--- config.mk ---
export PLATFORM = sky130hd
export DESIGN_NAME = lut_target_encoder
export DESIGN_NICKNAME = d
export VERILOG_FILES = /design/src/rtl/knips_pkg.sv /design/src/rtl/lut_table_regs.sv /design/src/rtl/lut_target_encoder.sv
export SDC_FILE = /design/constraint.sdc
export NUM_CORES = 1
export LEC_CHECK = 0
export ABC_AREA = 1
export CORE_MARGIN = 2
export CORE_UTILIZATION = 45
export CTS_CLUSTER_DIAMETER = 40
export CTS_CLUSTER_SIZE = 8
export DETAILED_ROUTE_END_ITERATION = 6
export GPL_ROUTABILITY_DRIVEN = 0
export MAX_ROUTING_LAYER = met4
export PLACE_DENSITY = 0.59
export RECOVER_POWER = 100
export SYNTH_ARGS = -nofsm -noshare
export SYNTH_HDL_FRONTEND = slang
export SYNTH_SLANG_ARGS = --single-unit
--- constraint.sdc ---
create_clock -name Clk -period 23.5 [get_ports Clk]
set_input_delay 5.875 -clock Clk [delete_from_list [all_inputs] [get_ports Clk]]
set_output_delay 5.875 -clock Clk [all_outputs]
set_load 0.01 [all_outputs]
--- src/rtl/knips_pkg.sv ---
// Shared definitions for the branch-target LUT pair: sizes, encoder FSM states and the
// power-on target table, kept here so the forward LUT and the encoder never drift apart.
package knips_pkg;

    localparam int LUT_DEPTH = 16;
    localparam int LUT_IDX_W = 4;
    localparam int TARGET_W  = 16;

    typedef enum logic [1:0] {
        IDLE,
        SCAN,
        RESP
    } enc_state_t;

    localparam logic [TARGET_W-1:0] LUT_DEFAULTS [LUT_DEPTH] = '{
        16'd0,  16'd1,  16'd4,  16'd61, 16'd62, 16'd63, 16'd32, 16'd64,
        16'd255, 16'd0, 16'd0,  16'd0,  16'd0,  16'd0,  16'd0,  16'd0
    };

endpackage

--- src/rtl/lut_table_regs.sv ---
// Target table register file: async reset to the shared defaults, write lands on the edge,
// read is combinational so a same-cycle compare always sees the pre-write value.
module lut_table_regs import knips_pkg::*; #(
    parameter int DEPTH  = LUT_DEPTH,
    parameter int IDX_W  = LUT_IDX_W,
    parameter int DATA_W = TARGET_W
) (
    input  logic              Clk,
    input  logic              Reset,
    input  logic              wr_en,
    input  logic [IDX_W-1:0]  wr_addr,
    input  logic [DATA_W-1:0] wr_data,
    input  logic [IDX_W-1:0]  rd_addr,
    output logic [DATA_W-1:0] rd_data
);

    logic [DATA_W-1:0] entry_vec [DEPTH];

    for (genvar g = 0; g < DEPTH; g++) begin : g_entry
        logic [DATA_W-1:0] rst_val;
        logic [DATA_W-1:0] entry_q;

        // Entries beyond the shared default table power up as zero.
        if (g < LUT_DEPTH) begin : g_def
            assign rst_val = DATA_W'(LUT_DEFAULTS[g]);
        end else begin : g_zero
            assign rst_val = '0;
        end

        always_ff @(posedge Clk or posedge Reset) begin
            if (Reset) begin
                entry_q <= rst_val;
            end else if (wr_en && (wr_addr == IDX_W'(g))) begin
                entry_q <= wr_data;
            end
        end

        assign entry_vec[g] = entry_q;
    end

    assign rd_data = entry_vec[rd_addr];

endmodule

--- src/rtl/lut_target_encoder.sv ---
// Target-to-index encoder: linear scan, one entry per cycle; hit at k answers k+2 cycles after request, miss after DEPTH+1.
// Request side ready only in IDLE; the response is held stable until rsp_ready, with no combinational path back to req_ready.
module lut_target_encoder import knips_pkg::*; #(
    parameter int DEPTH  = LUT_DEPTH,
    parameter int IDX_W  = LUT_IDX_W,
    parameter int DATA_W = TARGET_W
) (
    input  logic              Clk,
    input  logic              Reset,
    input  logic              wr_en,
    input  logic [IDX_W-1:0]  wr_addr,
    input  logic [DATA_W-1:0] wr_data,
    input  logic              req_valid,
    output logic              req_ready,
    input  logic [DATA_W-1:0] req_target,
    output logic              rsp_valid,
    input  logic              rsp_ready,
    output logic              rsp_hit,
    output logic [IDX_W-1:0]  rsp_idx
);

    enc_state_t        state_q, state_d;
    logic [IDX_W-1:0]  ptr_q, ptr_d;
    logic [DATA_W-1:0] target_q, target_d;
    logic              hit_q, hit_d;
    logic [IDX_W-1:0]  idx_q, idx_d;
    logic [DATA_W-1:0] rd_data;
    logic              match;
    logic              last;

    lut_table_regs #(
        .DEPTH  (DEPTH),
        .IDX_W  (IDX_W),
        .DATA_W (DATA_W)
    ) u_table (
        .Clk     (Clk),
        .Reset   (Reset),
        .wr_en   (wr_en),
        .wr_addr (wr_addr),
        .wr_data (wr_data),
        .rd_addr (ptr_q),
        .rd_data (rd_data)
    );

    assign match = (rd_data == target_q);
    assign last  = (ptr_q == IDX_W'(DEPTH - 1));

    always_ff @(posedge Clk or posedge Reset) begin
        if (Reset) begin
            state_q  <= IDLE;
            ptr_q    <= '0;
            target_q <= '0;
            hit_q    <= 1'b0;
            idx_q    <= '0;
        end else begin
            state_q  <= state_d;
            ptr_q    <= ptr_d;
            target_q <= target_d;
            hit_q    <= hit_d;
            idx_q    <= idx_d;
        end
    end

    always_comb begin
        state_d  = state_q;
        ptr_d    = ptr_q;
        target_d = target_q;
        hit_d    = hit_q;
        idx_d    = idx_q;
        case (state_q)
            IDLE: begin
                if (req_valid) begin
                    target_d = req_target;
                    ptr_d    = '0;
                    state_d  = SCAN;
                end
            end
            SCAN: begin
                // First match wins, so duplicates resolve to the lowest index.
                if (match) begin
                    hit_d   = 1'b1;
                    idx_d   = ptr_q;
                    state_d = RESP;
                end else if (last) begin
                    hit_d   = 1'b0;
                    idx_d   = '0;
                    state_d = RESP;
                end else begin
                    ptr_d = ptr_q + 1'b1;
                end
            end
            RESP: begin
                if (rsp_ready) begin
                    state_d = IDLE;
                end
            end
            default: state_d = IDLE;
        endcase
    end

    always_comb begin
        req_ready = (state_q == IDLE);
        rsp_valid = (state_q == RESP);
        rsp_hit   = hit_q;
        rsp_idx   = idx_q;
    end

endmodule
==> results of run 1 <==
[cells in the mapped netlist (all sizes together)]
library cell | number | area share
nand2 | 605 | 0.17
o21ai | 295 | 0.11
dfrtp | 255 | 0.47
nand3 | 188 | 0.070
inv | 154 | 0.043
clkbuf | 79 | 0.022
nor2 | 65 | 0.018
buf | 41 | 0.020
dfstp | 28 | 0.054
or2 | 23 | 0.011
o211ai | 10 | 0.0056
nand4 | 4 | 0.0019
nand3b | 2 | 0.0011
a21oi | 1 | 0.00037
clkinv | 1 | 0.00028
ha | 1 | 0.00093
nor3 | 1 | 0.00037
o311ai | 1 | 0.00065
xor2 | 1 | 0.00065
[sequential cells by signal, indices dropped and copies added, names as in the netlist]
signal / flops
ptr_q: 4
rsp_hit: 1
rsp_idx: 4
state_q: 2
target_q: 16
u_table.g_entry.entry_q: 256
[cells in the final DEF (no fill, tap or decap), types with 3 or more instances in the layout]
cell	instances
buf_4	6
bufinv_16	3
clkbuf_1	27
clkbuf_16	51
clkbuf_8	7
clkdlybuf4s50_1	36
clkinv_2	9
dfrtp_1	254
dfstp_2	28
dlygate4sd3_1	11
inv_1	150
nand2_1	605
nand3_1	188
nand4_1	4
nor2_1	64
o211ai_1	10
o21ai_0	291
o21ai_2	3
or2_1	21
[layer usage]
metal	part of all wire	vias up	wire, µm
met1	0.46	5552	18500
met3	0.069	61	2730
met2	0.44	366	17300
met4	0.032	0	1290
li1	-	5565	-
met5	0	-	0
[final cells by class]
type,count,area (µm²),share of cell area
well taps,390,488,0.0313
inverters,155,583,0.0374
clock inverters,15,159,0.0102
multi-input cells,1197,5250,0.336
flip-flops and latches,283,7120,0.456
clock buffers,76,1440,0.0923
repair buffers,63,569,0.0365
[per-stage QoR]
stage                     hold slack (ns)  setup slack, ns  cell area [µm²]
after floorplan                     0.445             9.86            13500
after global placement              0.457            15.24            14100
after detailed placement            0.466            15.17            14100
after CTS                           0.478            15.72            15700
after global routing                0.495            12.32            15600
final                               0.476            13.35            15600
[report_power, final]
part	leakage (nW)	switching (mW)	internal, mW	total (mW)
sequential	3.50	0.0605	0.607	0.668
combinational	3.30	0.436	0.208	0.644
clock	0.782	0.239	0.451	0.690
total	7.58	0.736	1.27	2.00
[logic make-up (layout without fill, tap and decap cells)]
group           count (synthesis)  in the layout  synth area share
simple gates                  888            888             0.271
buf+inv                       275            309            0.0847
compound gates                307            307             0.117
fa+ha+maj                       1              1          0.000925
flops                         283            283             0.526
xor+xnor                        1              1          0.000648
[worst max path at each step]
stage	to	slack [ns]	depth (start not counted)
after global routing	target_q[7]$_DFFE_PP0P_	12.32	2
after CTS	u_table.g_entry[12].entry_q[4]$_DFFE_PP0P_	15.72	5
final	target_q[13]$_DFFE_PP0P_	13.35	2
after floorplan	ptr_q[0]$_DFFE_PP0P_	9.86	1
after detailed placement	u_table.g_entry[12].entry_q[4]$_DFFE_PP0P_	15.17	5
after global placement	u_table.g_entry[8].entry_q[6]$_DFFE_PP1P_	15.24	5
==> metrics.csv, run 1 <==
metric;value;unit
met1 GRT Util;0.378;
nets@finish;1791;
PnR Total Power;2.00;mW
Buf/Inv on CP;2;
core area;29600;µm²
max frequency;98.5;MHz
Max rail drop VDD;0.0799;mV
final wirelength;39800;µm
Total GRT Usage;0.270;
failing checks;capacitance limit, slew limit;
final max-slew violation count;501;
Hold Path Sink;u_table.g_entry[15].entry_q[11]$_DFFE_PP0P_;
Placed Cells incl. Taps;2088;
clock period minus worst slack;10.15;ns
post-detail-place hpwl;23200;µm
Post-Syn Area per Cell;7.70;µm²
Synth Register Bits;283;
RSZ-0062 raised after global routing;no;
Cell Area, Synth;13500;µm²
Worst-Skew Late Latency;0.55;ns
Worst R2R End;rsp_idx[1]$_DFFE_PP0P_;
die height;177;µm
DR DRC count;0;
antenna-violating nets left;0;
vias;11500;
area growth from synthesis to layout;15.4;%
initial antenna violation count;0;
worst r2r path cells;15;
Top Ports;48;
Util after Layout;0.526;
CP max stage delay;3.20;ns
Final Hold Viols;0;
cell family with most CP delay;buffers and inverters;
post-CTS resize count;0;
crit path kind;primary input to async pin;
Setup TNS;0;ns
# rows;63;
largest net degree at the start of global routing;158;
clock sink count;283;
maxcap violations;10;
CP Cell Sequence;dlygate4sd3_1 -> clkinvlp_2;
grt met3 use;0.0506;
synthesized net count;1797;
Slew HR;-2.87;
Port Buffers;47;
first-pass GRT wire length;63200;µm
Slowest-stage cell, CP;clkinvlp_2;
Startpoint Class;primary input;
Final Setup Violations;0;
Die ar.;31400;µm²
Pre-antenna DRT Iters;6;
r2r setup slk;15.06;ns
vias in the first global route;11000;
kind of end point of the critical path;async pin;
Die Width;177;µm
gate count of the mapped netlist;1755;
Ant. Diodes;0;
M2 GR Usage;0.397;
vias per cell;5.30;
Initial DRC Count;1144;
share of post-route cells with drive strength above 1;0.0654;
Yosys cell types;29;
hold depth;2;
TritonCTS Buffers;49;
YS warnings;0;
outcome;finished with violations;
worst-margin pin slew;5.77;ns
pwr dens;128;nW/µm²
drt wl/cell;18.3;µm
fillers;2902;
Hold Path Origin;u_table.g_entry[15].entry_q[11]$_DFFE_PP0P_;
clock slew at reported path FFs;0.05;ns
Lkg Pwr;7.58;nW
worst-path fanout max;127;
Initial Utilization;0.456;
final non-filler cell total;2179;
post-CTS setup buffer count;0;
# hold bufs at CTS;0;
Hold Path Class;flip-flop to flip-flop;
CTS tree;yes;
CTS Root Cell;clkbuf_16;
Critical Path RT;23.08;ns
Clock Skews;0.0221;ns
Final Cycle Share;0.432;
global routing's busiest layer;met2;
CTS Buffer Depth;3;
CP arrival;9.72;ns
H-Tree Depth;2;
Worst Setup SP;Reset;
reg2reg start;ptr_q[0]$_DFFE_PP0P_;
total gr overflow;0;
Seq/Total Area, Yosys;0.526;
No activity file was read; power rests on OpenSTA's default activity.
==> inputs of run 2 (changes only) <==
==> constraint.sdc (replaced) <==
create_clock -name Clk -period 10 [get_ports Clk]
set_input_delay 2.5 -clock Clk [delete_from_list [all_inputs] [get_ports Clk]]
set_output_delay 2.5 -clock Clk [all_outputs]
set_load 0.01 [all_outputs]
==> run 2 against run 1 <==
Against the previous run: the run still ends with capacitance limit, slew limit left; sequential power grew 140%; combinational power grew 120%; largest power group unchanged; setup slack got worse by 10 ns; die area unchanged; hold slack lost 0.00060 ns; via count decreased by 0.86%; first-iteration DRC count shrank 11%; highest routed layer unchanged; critical path type is now flip-flop to flip-flop; final area shrank 0.17%; non-clock buffer count up 5; critical path depth increased by 11; routed wire length shrank 1.1%; clock skew down 0.0093 ns; critical endpoint is now rsp_idx[0]$_DFFE_PP0P_.
==> metrics.csv, run 2 (synthesis results as in run 1) <==
metric;value;unit;change
# rows;63;;unchanged
commonest non-fill, non-tap cell in the layout;nand2_1;;
Hold Path Class;flip-flop to flip-flop;;
Initial Utilization;0.456;;unchanged
Net Switching;1.67;mW;+130%
failing checks;capacitance limit, slew limit;;
max frequency;149;MHz;
drt wl/cell;18.1;µm;-1.0%
Total GRT Usage;0.268;;-0.00223
share of post-route cells with drive strength above 1;0.0644;;-0.00101
H-Tree Depth;2;;unchanged
DR DRC count;0;;unchanged
most frequent cells in the layout;nand2_1, o21ai_0, dfrtp_1;;
Seq pwr share;0.343;;+0.009
Pre-antenna DRT Iters;5;;-1
sw frac;0.361;;-0.00703
Final Instance Area;15600;µm²;-0.17%
kind of end point of the critical path;flip-flop;;
crit path kind;flip-flop to flip-flop;;
final wirelength;39300;µm;-1.1%
CTS Buffer Depth;3;;unchanged
max reg flops;256;;unchanged
maxcap violations;15;;+5
vias per cell;5.26;;-0.72%
vias;11400;;-0.86%
clock period minus worst slack;6.70;ns;
post-CTS setup buffer count;0;;unchanged
CP arrival;6.95;ns;-2.77 ns
final max-slew violation count;520;;+3.8%
CTS Root Cell;clkbuf_16;;
Final Hold Viols;0;;unchanged
Slew HR;-1.57;;+1.30
Final Setup Violations;0;;unchanged
outcome;finished with violations;;
die height;177;µm;unchanged
Comb pwr share;0.312;;-0.010
core area;29600;µm²;unchanged
initial antenna violation count;0;;unchanged
Die Width;177;µm;unchanged
Largest regs;u_table.g_entry.entry_q: 256 flops, target_q: 16 flops;;
P_int;2.96;mW;+130%
CTS tree;yes;;
# hold bufs at CTS;0;;unchanged
Worst-Skew Late Latency;0.54;ns;about the same
Critical Path RT;10.25;ns;-12.83 ns
power share of the clock group;0.345;;about the same
clock sink count;283;;unchanged
RSZ-0062 raised after global routing;no;;
Final Cycle Share;0.670;;
antenna-violating nets left;0;;unchanged
area growth from synthesis to layout;15.2;%;
clock slew at reported path FFs;0.05;ns;about the same
pwr dens;297;nW/µm²;+130%
post-detail-place hpwl;22500;µm;-3.1%
Biggest register;u_table.g_entry.entry_q;;
vias in the first global route;11000;;-0.44%
Ant. Diodes;0;;unchanged
worst-margin pin slew;3.85;ns;-1.92 ns
Max rail drop VDD;0.146;mV;+82%
Die ar.;31400;µm²;unchanged
largest net degree at the start of global routing;85;;-46%
DP Worst Slack;5.27;ns;-9.89 ns
fillers;2944;;+1.4%
post-CTS resize count;0;;unchanged
TritonCTS Buffers;48;;-2.0%
Clock Skews;0.0128;ns;-0.00935 ns
Port Buffers;47;;unchanged
worst-path fanout max;71;;-44%
Top Ports;48;;unchanged
nets@finish;1795;;+0.22%
first-pass GRT wire length;62600;µm;-1.0%
Area after DPL;14100;µm²;+0.31%
Setup TNS;0;ns;unchanged
Initial DRC Count;1020;;-11%
Startpoint Class;flip-flop;;
Lkg Pwr;7.58;nW;about the same
total gr overflow;0;;unchanged
Worst Slack Setup Final;3.30;ns;-10.05 ns
run 2: final cells by class:
type / count / area, µm² / area share
sequential: 283 / 7120 / 0.457
inverter: 155 / 583 / 0.0374
timing repair buffer: 68 / 583 / 0.0374
multi-input combinational: 1197 / 5240 / 0.336
clock inverter: 12 / 170 / 0.0109
clock buffer: 71 / 1390 / 0.0892
tap: 390 / 488 / 0.0313
run 2: routing by layer:
layer,wire length [µm],share of wire,global-route usage,vias to the layer above
li1,-,-,-,5577
met1,19000,0.48,0.376,5488
met2,17800,0.45,0.419,329
met3,2050,0.052,0.0323,51
met4,584,0.015,0.0601,0
met5,0,0,-,-
run 2: worst paths after layout:
path                                                       startpoint                                           to  slack [ns]  cells past startpoint
max                                              ptr_q[0]$_DFFE_PP0P_                       rsp_idx[0]$_DFFE_PP0P_        3.30                     13
max reg2reg                                      ptr_q[0]$_DFFE_PP0P_                       rsp_idx[0]$_DFFE_PP0P_        3.30                     13
min in group asynchronous                                       Reset    u_table.g_entry[2].entry_q[8]$_DFFE_PP0P_        2.66                      2
max in group asynchronous                                       Reset  u_table.g_entry[10].entry_q[10]$_DFFE_PP0P_        4.23                      3
min                        u_table.g_entry[12].entry_q[0]$_DFFE_PP0P_   u_table.g_entry[12].entry_q[0]$_DFFE_PP0P_        0.47                      2
min reg2reg                u_table.g_entry[12].entry_q[0]$_DFFE_PP0P_   u_table.g_entry[12].entry_q[0]$_DFFE_PP0P_        0.47                      2
run 2: stage by stage:
stage               total power [mW]  instances  hold WS, ns  utilization
detailed placement              3.03       2093        0.465        0.476
floorplan                       2.65       1755        0.445            -
global placement                3.01       2093        0.459        0.476
global route                    4.94       2176        0.489        0.526
finish                          4.62       2176        0.475        0.526
CTS                             4.64       2176        0.477        0.529
run 2: power groups by stage:
stage	sequential (mW)	clock, mW	combinational (mW)
2_1_floorplan	1.53	0	1.11
3_3_place_gp	1.59	0	1.41
3_5_place_dp	1.60	0	1.43
4_1_cts	1.58	1.62	1.44
5_1_grt	1.62	1.68	1.65
6_report	1.59	1.60	1.44
run 2: worst max-delay path, stage by stage (launching register included):
cell	delay, ns
dfrtp_4	0.72
inv_1	0.82
clkbuf_1	2.77
o21ai_0	0.44
nand3_1	0.22
nand3_1	0.18
nand3_1	0.13
nand2_1	0.10
nor2_1	0.10
nand2_1	0.11
nor2_2	0.13
nand3_1	0.36
nand3_1	0.17
o21ai_0	0.09
